--- config.mk ---
export PLATFORM = sky130hd
export DESIGN_NAME = vga_fb_arbiter
export DESIGN_NICKNAME = d
export VERILOG_FILES = /design/src/rtl/vga_fb_arbiter.sv
export SDC_FILE = /design/constraint.sdc
export NUM_CORES = 1
export LEC_CHECK = 0
export CAP_MARGIN = 20
export CORE_MARGIN = 4
export CORE_UTILIZATION = 43
export DETAILED_ROUTE_END_ITERATION = 6
export HOLD_SLACK_MARGIN = 0.15
export PLACE_DENSITY = 0.93
export SYNTH_ARGS = -nofsm -noshare
export SYNTH_HDL_FRONTEND = slang
export SYNTH_SLANG_ARGS = --single-unit
--- constraint.sdc ---
create_clock -name clk -period 12.2 [get_ports clk]
set_input_delay 3.66 -clock clk [delete_from_list [all_inputs] [get_ports clk]]
set_output_delay 3.66 -clock clk [all_outputs]
set_load 0.005 [all_outputs]
--- src/rtl/vga_fb_arbiter.sv ---
// vga_fb_arbiter: shares one single-port synchronous-read frame-buffer RAM
// between VGA scan-out (prefetched two pixels ahead) and a CPU requester.
// Optional build macro: VGA_FB_VBLANK_ONLY_EN restricts CPU slots to vblank.
module vga_fb_arbiter #(
  parameter int unsigned H_VISIBLE = 640,
  parameter int unsigned H_TOTAL   = 800,
  parameter int unsigned V_VISIBLE = 480,
  parameter int unsigned V_TOTAL   = 525,
  parameter int unsigned SCALE     = 2,
  parameter int unsigned ADDR_W    = 15,
  parameter int unsigned DATA_W    = 16
) (
  input  logic              clk,
  input  logic              reset,
  input  logic [9:0]        hcount,
  input  logic [9:0]        vcount,
  input  logic              bright,
  input  logic              cpu_req,
  input  logic              cpu_we,
  input  logic [ADDR_W-1:0] cpu_addr,
  input  logic [DATA_W-1:0] cpu_wdata,
  output logic              cpu_ack,
  output logic [DATA_W-1:0] cpu_rdata,
  output logic [ADDR_W-1:0] mem_addr,
  output logic              mem_we,
  output logic [DATA_W-1:0] mem_wdata,
  input  logic [DATA_W-1:0] mem_rdata,
  output logic [DATA_W-1:0] pix_data
);

  localparam int unsigned CNT_W    = 10;
  localparam int unsigned FB_W     = H_VISIBLE >> SCALE;
  localparam logic [CNT_W-1:0] SUB_MASK = CNT_W'((1 << SCALE) - 1);

  typedef enum logic [1:0] {
    ST_IDLE = 2'd0,
    ST_WAIT = 2'd1,
    ST_ACK  = 2'd2
  } state_e;

  state_e            state_q;
  logic              we_q;
  logic              cpu_ack_q;
  logic [DATA_W-1:0] cpu_rdata_q;
  logic              disp_q;
  logic [DATA_W-1:0] pix_q;

  logic [CNT_W:0]    h_plus2_c;
  logic [CNT_W-1:0]  hn_c;
  logic [CNT_W-1:0]  rn_c;
  logic              disp_slot_c;
  logic              free_slot_c;
  logic              cpu_issue_c;
  logic [ADDR_W-1:0] disp_addr_c;

  // Lookahead position two pixel clocks ahead, wrapping line and frame
  always_comb begin
    h_plus2_c = (CNT_W+1)'(hcount) + (CNT_W+1)'(2);
    hn_c      = CNT_W'(h_plus2_c);
    rn_c      = vcount;
    if (h_plus2_c >= (CNT_W+1)'(H_TOTAL)) begin
      hn_c = CNT_W'(h_plus2_c - (CNT_W+1)'(H_TOTAL));
      rn_c = (vcount >= CNT_W'(V_TOTAL - 1)) ? '0 : vcount + CNT_W'(1);
    end
  end

  // Display fetch slot: first replicated pixel of each frame-buffer word
  always_comb begin
    disp_slot_c = (hn_c < CNT_W'(H_VISIBLE)) && (rn_c < CNT_W'(V_VISIBLE)) &&
                  ((hn_c & SUB_MASK) == '0);
    disp_addr_c = ADDR_W'(((32'(rn_c) >> SCALE) * FB_W) + (32'(hn_c) >> SCALE));
  end

  // CPU may use the RAM only in cycles the display does not claim
  always_comb begin
`ifdef VGA_FB_VBLANK_ONLY_EN
    free_slot_c = !disp_slot_c && (vcount >= CNT_W'(V_VISIBLE));
`else
    free_slot_c = !disp_slot_c;
`endif
    cpu_issue_c = (state_q == ST_IDLE) && cpu_req && free_slot_c;
  end

  // RAM port mux; CPU values rest on the bus when nobody issues
  always_comb begin
    mem_addr  = cpu_addr;
    mem_wdata = cpu_wdata;
    mem_we    = 1'b0;
    if (disp_slot_c) begin
      mem_addr = disp_addr_c;
    end else if (cpu_issue_c) begin
      mem_we = cpu_we;
    end
    if (reset) begin
      mem_we = 1'b0;
    end
  end

  // CPU handshake FSM: issue, capture read data, one-cycle ack
  always_ff @(posedge clk or posedge reset) begin
    if (reset) begin
      state_q     <= ST_IDLE;
      we_q        <= 1'b0;
      cpu_ack_q   <= 1'b0;
      cpu_rdata_q <= '0;
    end else begin
      cpu_ack_q <= 1'b0;
      case (state_q)
        ST_IDLE: begin
          if (cpu_issue_c) begin
            we_q    <= cpu_we;
            state_q <= ST_WAIT;
          end
        end
        ST_WAIT: begin
          if (!we_q) begin
            cpu_rdata_q <= mem_rdata;
          end
          cpu_ack_q <= 1'b1;
          state_q   <= ST_ACK;
        end
        ST_ACK: begin
          state_q <= ST_IDLE;
        end
        default: begin
          state_q <= ST_IDLE;
        end
      endcase
    end
  end

  // Pixel register loads the word returned one cycle after a display fetch
  always_ff @(posedge clk or posedge reset) begin
    if (reset) begin
      disp_q <= 1'b0;
      pix_q  <= '0;
    end else begin
      disp_q <= disp_slot_c;
      if (disp_q) begin
        pix_q <= mem_rdata;
      end
    end
  end

  assign cpu_ack   = cpu_ack_q;
  assign cpu_rdata = cpu_rdata_q;
  assign pix_data  = bright ? pix_q : '0;

endmodule

==> results.toml, run 1 <==
[synthesis]
ys_ff_latch = 37
yosysTopAreaCell = "dfrtp_1"
synth.area.top_cells = "dfrtp_1 31%, mux2_2 14%, ha_1 7.0%"
ys_warn_count = 0
async_flop_share_pct = 100.0
postSynthCellCount = 303
syn_avg_cell_area_um2 = 10.01
synth_common_cells = "38 x mux2_2, 37 x dfrtp_1, 19 x and2_1"
synth_seq_area_share_pct = 30.52
synth_edf_count = 0
synth_fp_nets = 394
netlist_area_um2 = 3034
synth_top_area_share_pct = 30.52
yosysMostFrequentCell = "mux2_2"
synth_cell_types = 56
synth_flop_cell = "dfrtp_1"

[floorplan]
coreArea_um2 = 6832
start_util_pct = 44.41
pin_count = 137
rows = 30
fp.dieW_um = 92
die_h_um = 92
dieArea_um2 = 8464

[sta]
drv_slew = 0
fmax_mhz = 83.06
worst_slew_pin_slew_ps = 648.4
min_period_ps = 12040
min_period_over_period_pct = 98.68
hold_slack_ps = 452.8
setup_violations = 0
fin_skew_ps = 4.616
maxSlewHeadroom_pct = 56.77
hold_violations = 0

[cells_and_area]
num-fill-cells = 566
areaGrowthSynthToFinish_pct = 42.35
final_cells = 504
final_cell_area_um2 = 4319
antenna_cells = 0
nets = 498
final_layout_size_suffix_gt1_share_pct = 21.08

[detailed_routing]
drtIter0Drc = 50
wirelength_mm = 7.695
vias_per_cell = 5.216
drc_errors = 0
final_antenna_net_count = 0
wire_per_inst_um = 15.27
dr.pass1.iters = 4
vias = 2629

[job]
cap_violations = 0

[place]
place.detailed.hpwl_mm = 6.271
port_buffers = 104
place_area_um2 = 4154
gp_congestion = 0.8614
dpl.cell_count = 493

[critical_path]
cp-start-kind = "input port"
critPathRequiredTime_ps = 8540
critPathMaxFanout = 5
critPathArrivalTime_ps = 8380
cpPeakStageDelay_ps = 450
r2r_cells = 4
critPathCapture = "mem_addr[13]"
cp.depth = 21
startpoint = "hcount[1]"
cp-end-kind = "primary output"
crit_buf_inv = 6
critical-path-top-delay-family = "buffers and inverters"
ff2ff_setup_slack_ps = 10800
crit_chain = "clkdlybuf4s50_1, ha_2, xor2_1, or3b_4, a2111oi_4, buf_4, buf_4, o211ai_1, o2bb2ai_2, ha_1, ha_1, inv_1, fa_1, inv_1, a21oi_1, o21bai_1, xor2_1, nand3_1, xnor2_1, mux2_1, clkdlybuf4s50_1"
regToRegStartpoint = "state_q[1]"
reg2reg_to = "cpu_rdata[2]"
path_class = "in -> out"
slowest_stage = "clkdlybuf4s50_1"

[clock_network]
root_buffer = "clkbuf_8"
numCtsBuffers = 5
cts_sinks = 37
clkTransAtPathRegs_ps = 70
clock_path_buffers = 2
cts_tree = "built"
clock_latency_ps = 290
ctsHoldBuffers = 0
htree_levels = 2

[power]
power_uw = 507.7
power_density_nw_per_um2 = 117.5
pwr-share-seq_pct = 36.9
power_switching_uw = 148.7
p_leak_nw = 1.811
ir_worst_vdd_mv = 0.04756
p_comb_share_pct = 47.1
clock_power_share_pct = 16.0
intPower_uw = 359.0
switching_share_pct = 29.29

[grt]
grt_max_degree = 39
grt_usage_pct = 18.22
antenna_found_initial = 0
overflow = 0
grt_pass1_vias = 2629
grt_pass1_wl_mm = 12.54

[min_path]
hold_class = "reg -> reg"
hp-start = "state_q[1]"

[status]
status = "finished, final reports clean"
-- logic make-up after synthesis --
logic type / count (synthesis) / share of synthesized area [%]
multiplexers: 53 / 19.38
AO/OA/AOI/OAI: 53 / 13.44
AND/OR/NAND/NOR: 79 / 15.30
flip-flops: 37 / 30.52
XOR/XNOR: 19 / 5.485
buffers and inverters: 43 / 7.547
adder cells (fa/ha/maj): 19 / 8.330
-- cell usage in the layout (no fill, tap or decap), types with 4 or more instances in the layout --
master,count
clkdlybuf4s50_1,104
buf_4,20
inv_1,16
mux2_1,8
a21oi_1,10
xnor2_1,9
nand2_1,15
ha_1,16
clkbuf_8,5
nand3_1,6
o21ai_0,6
dfrtp_1,37
xor2_1,9
mux2i_1,7
mux2_2,38
nor2b_1,5
and3_1,4
nor3_1,4
and2_1,19
nor2_1,8
-- how the worst min path moves through the flow --
| stage | endpoint | slack (ps) | depth (start not counted) |
|---|---|---|---|
| after floorplan | state_q[1] | 430 | 1 |
| after global placement | state_q[1] | 440 | 1 |
| after detailed placement | state_q[1] | 450 | 1 |
| after CTS | state_q[1] | 460 | 1 |
| after global routing | state_q[1] | 480 | 1 |
| final | state_q[1] | 450 | 1 |
-- power groups by stage --
stage,sequential [mW],clock [mW],combinational [mW]
floorplan,0.187,0,0.110
global placement,0.186,0,0.227
detailed placement,0.191,0,0.235
CTS,0.188,0.0844,0.236
global route,0.194,0.0882,0.259
finish,0.187,0.0812,0.239
-- cell type report --
type / instances / area [µm²] / area share [%]
Tap cell: 96 / 120.1 / 2.781
Timing Repair Buffer: 124 / 1191 / 27.58
Inverter: 16 / 60.06 / 1.390
Multi-Input combinational cell: 223 / 1936 / 44.81
Sequential cell: 37 / 925.9 / 21.44
Clock inverter: 3 / 17.52 / 0.4056
Clock buffer: 5 / 68.82 / 1.593
-- per-stage QoR --
| step | setup TNS (ps) | utilization (%) | setup WS, ps |
|---|---|---|---|
| floorplan | 0 | - | 898.3 |
| global placement | 0 | 60.81 | 115.5 |
| detailed placement | -33.82 | 60.81 | -33.82 |
| CTS | 0 | 62.14 | 35.82 |
| global route | -98.86 | 63.22 | -65.14 |
| finish | 0 | 63.22 | 160.5 |
-- layer usage --
layer	global-route usage [%]	vias up	part of all wire [%]
met5	0	-	0
met4	5.074	0	1.4
met3	4.430	12	5.8
met2	32.42	87	52
met1	21.79	1246	41
li1	-	1284	-
-- worst reg2reg max path: cells and delay by family, from the launching register on --
family                 cells  cell delay [ps]
and+or+nand+nor            2              280
DFF                        1              390
buffers and inverters      1              250
muxes                      1              380
-- sequential cells by signal, summed over array words and instances, names as in the netlist --
name and flops:
state_q 2, cpu_ack 1, cpu_rdata 16, pix_q 16, disp_q 1, we_q 1
-- timing repair --
action / CTS / global route
resized for setup: 1 / 12
pin swaps: 1 / 5
setup endpoints to repair: 1 / 2
buffers inserted: 0 / 3
Note: power is estimated with default switching activity, not from simulation.
==> run 2: changes to the inputs <==
Settings changed: CAP_MARGIN 20 to unset, CORE_ASPECT_RATIO set to 1.2.
==> run 2 against run 1 <==
Against the previous run: flip-flop and latch count is the same; clock-buffer cell count increased by 1; utilization rose by 0.084 points; largest cell class unchanged.
==> results.toml, run 2 (synthesized netlist as in run 1, its figures left out) <==
[status]
status = "finished, final reports clean"

[sta]
min_period_over_period_pct = 97.55
drv_slew = 0
fin_skew_ps = 4.310
setup_violations = 0
hold_slack_ps = 455.4
maxSlewHeadroom_pct = 55.78
fmax_mhz = 84.03
tns_ps = 0
min_period_ps = 11900
worst_slew_pin_slew_ps = 663.3
hold_violations = 0
rsz0062_at_grt = "no"

[critical_path]
cpPeakStageDelay_ps = 660
slowest_stage = "clkdlybuf4s50_1"
cp-end-kind = "primary output"
cp_common_cell = "ha_1"
crit_buf_inv = 5
critPathMaxFanout = 9
crit_chain = "clkdlybuf4s50_1, nand4b_1, nor2_1, nor2_1, ha_1, o21ai_2, o211ai_2, buf_4, o31ai_4, ha_1, ha_1, inv_1, fa_1, inv_1, a21oi_1, o21bai_1, xor2_1, nand3_1, xnor2_1, mux2_1, clkdlybuf4s50_1"
critPathRequiredTime_ps = 8540
critical-path-top-delay-family = "buffers and inverters"
path_class = "in -> out"
critPathArrivalTime_ps = 8240
cp-start-kind = "input port"

[detailed_routing]
dr.pass1.iters = 4
vias = 2626
drc_errors = 0
wire_per_inst_um = 15.43
vias_per_cell = 5.316
wirelength_mm = 7.621
final_antenna_net_count = 0
drtIter0Drc = 100

[floorplan]
coreArea_um2 = 6854
start_util_pct = 44.27
die_h_um = 100.0
fp.dieW_um = 84.68
dieArea_um2 = 8470
rows = 33
pin_count = 137

[cells_and_area]
final_common_cell = "clkdlybuf4s50_1"
final_cells = 494
nets = 497
areaGrowthSynthToFinish_pct = 43.01
final_layout_size_suffix_gt1_share_pct = 20.64
num-fill-cells = 562
antenna_cells = 0
final_cell_mix = "100 x clkdlybuf4s50_1, 38 x mux2_2, 37 x dfrtp_1, 19 x and2_1, 19 x buf_4"
utilization_pct = 63.31

[job]
cap_violations = 0

[place]
gp_congestion = 0.8675
port_buffers = 104
place.detailed.hpwl_mm = 6.175
dpl.cell_count = 484

[grt]
grt_usage_pct = 17.35
grt_pass1_vias = 2606
antenna_found_initial = 0
grt_max_degree = 39
grt_pass1_wl_mm = 12.16
overflow = 0

[power]
clock_power_share_pct = 20.2
intPower_uw = 385.7
p_comb_share_pct = 44.5
power_density_nw_per_um2 = 123.2
ir_worst_vdd_mv = 0.08082
switching_share_pct = 27.87
pwr-share-seq_pct = 35.3
p_leak_nw = 1.853
power_switching_uw = 149.0

[clock_network]
clkTransAtPathRegs_ps = 70
clock_latency_ps = 290
cts_tree = "built"
clock_path_buffers = 2
cts_sinks = 37
ctsHoldBuffers = 0
htree_levels = 2
numCtsBuffers = 5
root_buffer = "clkbuf_8"

[min_path]
hold_class = "reg -> reg"
run 2: changes by cell type in the layout (fill, tap and decap cells not counted), sizes merged:
cell	previous run	this run
buf	20	19
clkdlybuf4s50	104	100
clkinv	2	0
dlymetal6s2s	0	4
bufinv	0	1
clkbuf	5	6
run 2: power groups by stage:
stage | logic [mW] | clock network [mW] | registers (mW)
3_3_place_gp | 0.229 | 0 | 0.187
3_5_place_dp | 0.237 | 0 | 0.191
2_1_floorplan | 0.110 | 0 | 0.187
6_report | 0.238 | 0.108 | 0.189
5_1_grt | 0.257 | 0.116 | 0.195
4_1_cts | 0.239 | 0.110 | 0.189
run 2: final timing paths:
check                           startpoint           end  slack (ps)  depth (start not counted)
worst max-delay path             hcount[4]  mem_addr[13]         300                         21
worst min-delay path            state_q[1]    state_q[1]         460                          1
worst max register to register  state_q[1]  cpu_rdata[1]       10770                          4
worst min register to register  state_q[1]    state_q[1]         460                          1
max in group asynchronous            reset    state_q[1]        8100                          3
min in group asynchronous            reset  cpu_rdata[6]        3780                          3
run 2: worst reg2reg max path: cells and delay by family, from the launching register on:
family | cells | cell delay (ps)
mux | 1 | 380
flops | 1 | 390
buf+inv | 1 | 260
simple gates | 2 | 290
run 2: layout make-up:
type / count / area [µm²] / area share [%]
repair buffers: 123 / 1194 / 27.51
multi-input cells: 223 / 1931 / 44.49
clock inverters: 2 / 37.54 / 0.8651
inverters: 16 / 60.06 / 1.384
flip-flops and latches: 37 / 925.9 / 21.34
well taps: 87 / 108.9 / 2.509
clock buffers: 6 / 82.58 / 1.903
run 2: what timing repair did:
action                                  CTS  global route
endpoints found under the setup margin    2             3
pin swaps                                 1             3
resized for setup                         4            14
hold endpoints to repair                  0             0
gates cloned                              0             0
buffers inserted                          1             1
run 2: layer usage:
layer	vias up	GRT usage [%]	part of all wire, %
met4	0	5.968	1.4
met5	-	0	0
li1	1280	-	-
met1	1249	20.06	40
met2	88	32.25	52
met3	9	2.791	5.7
run 2: metrics by stage:
| stage | area (µm²) | power, mW | setup WS (ps) |
|---|---|---|---|
| after floorplan | 3034 | 0.2977 | 898.3 |
| after global placement | 4143 | 0.4157 | 70.94 |
| after detailed placement | 4143 | 0.4282 | -144.3 |
| after CTS | 4290 | 0.5384 | 19.04 |
| after global routing | 4339 | 0.5677 | 13.28 |
| final | 4339 | 0.5347 | 299.0 |
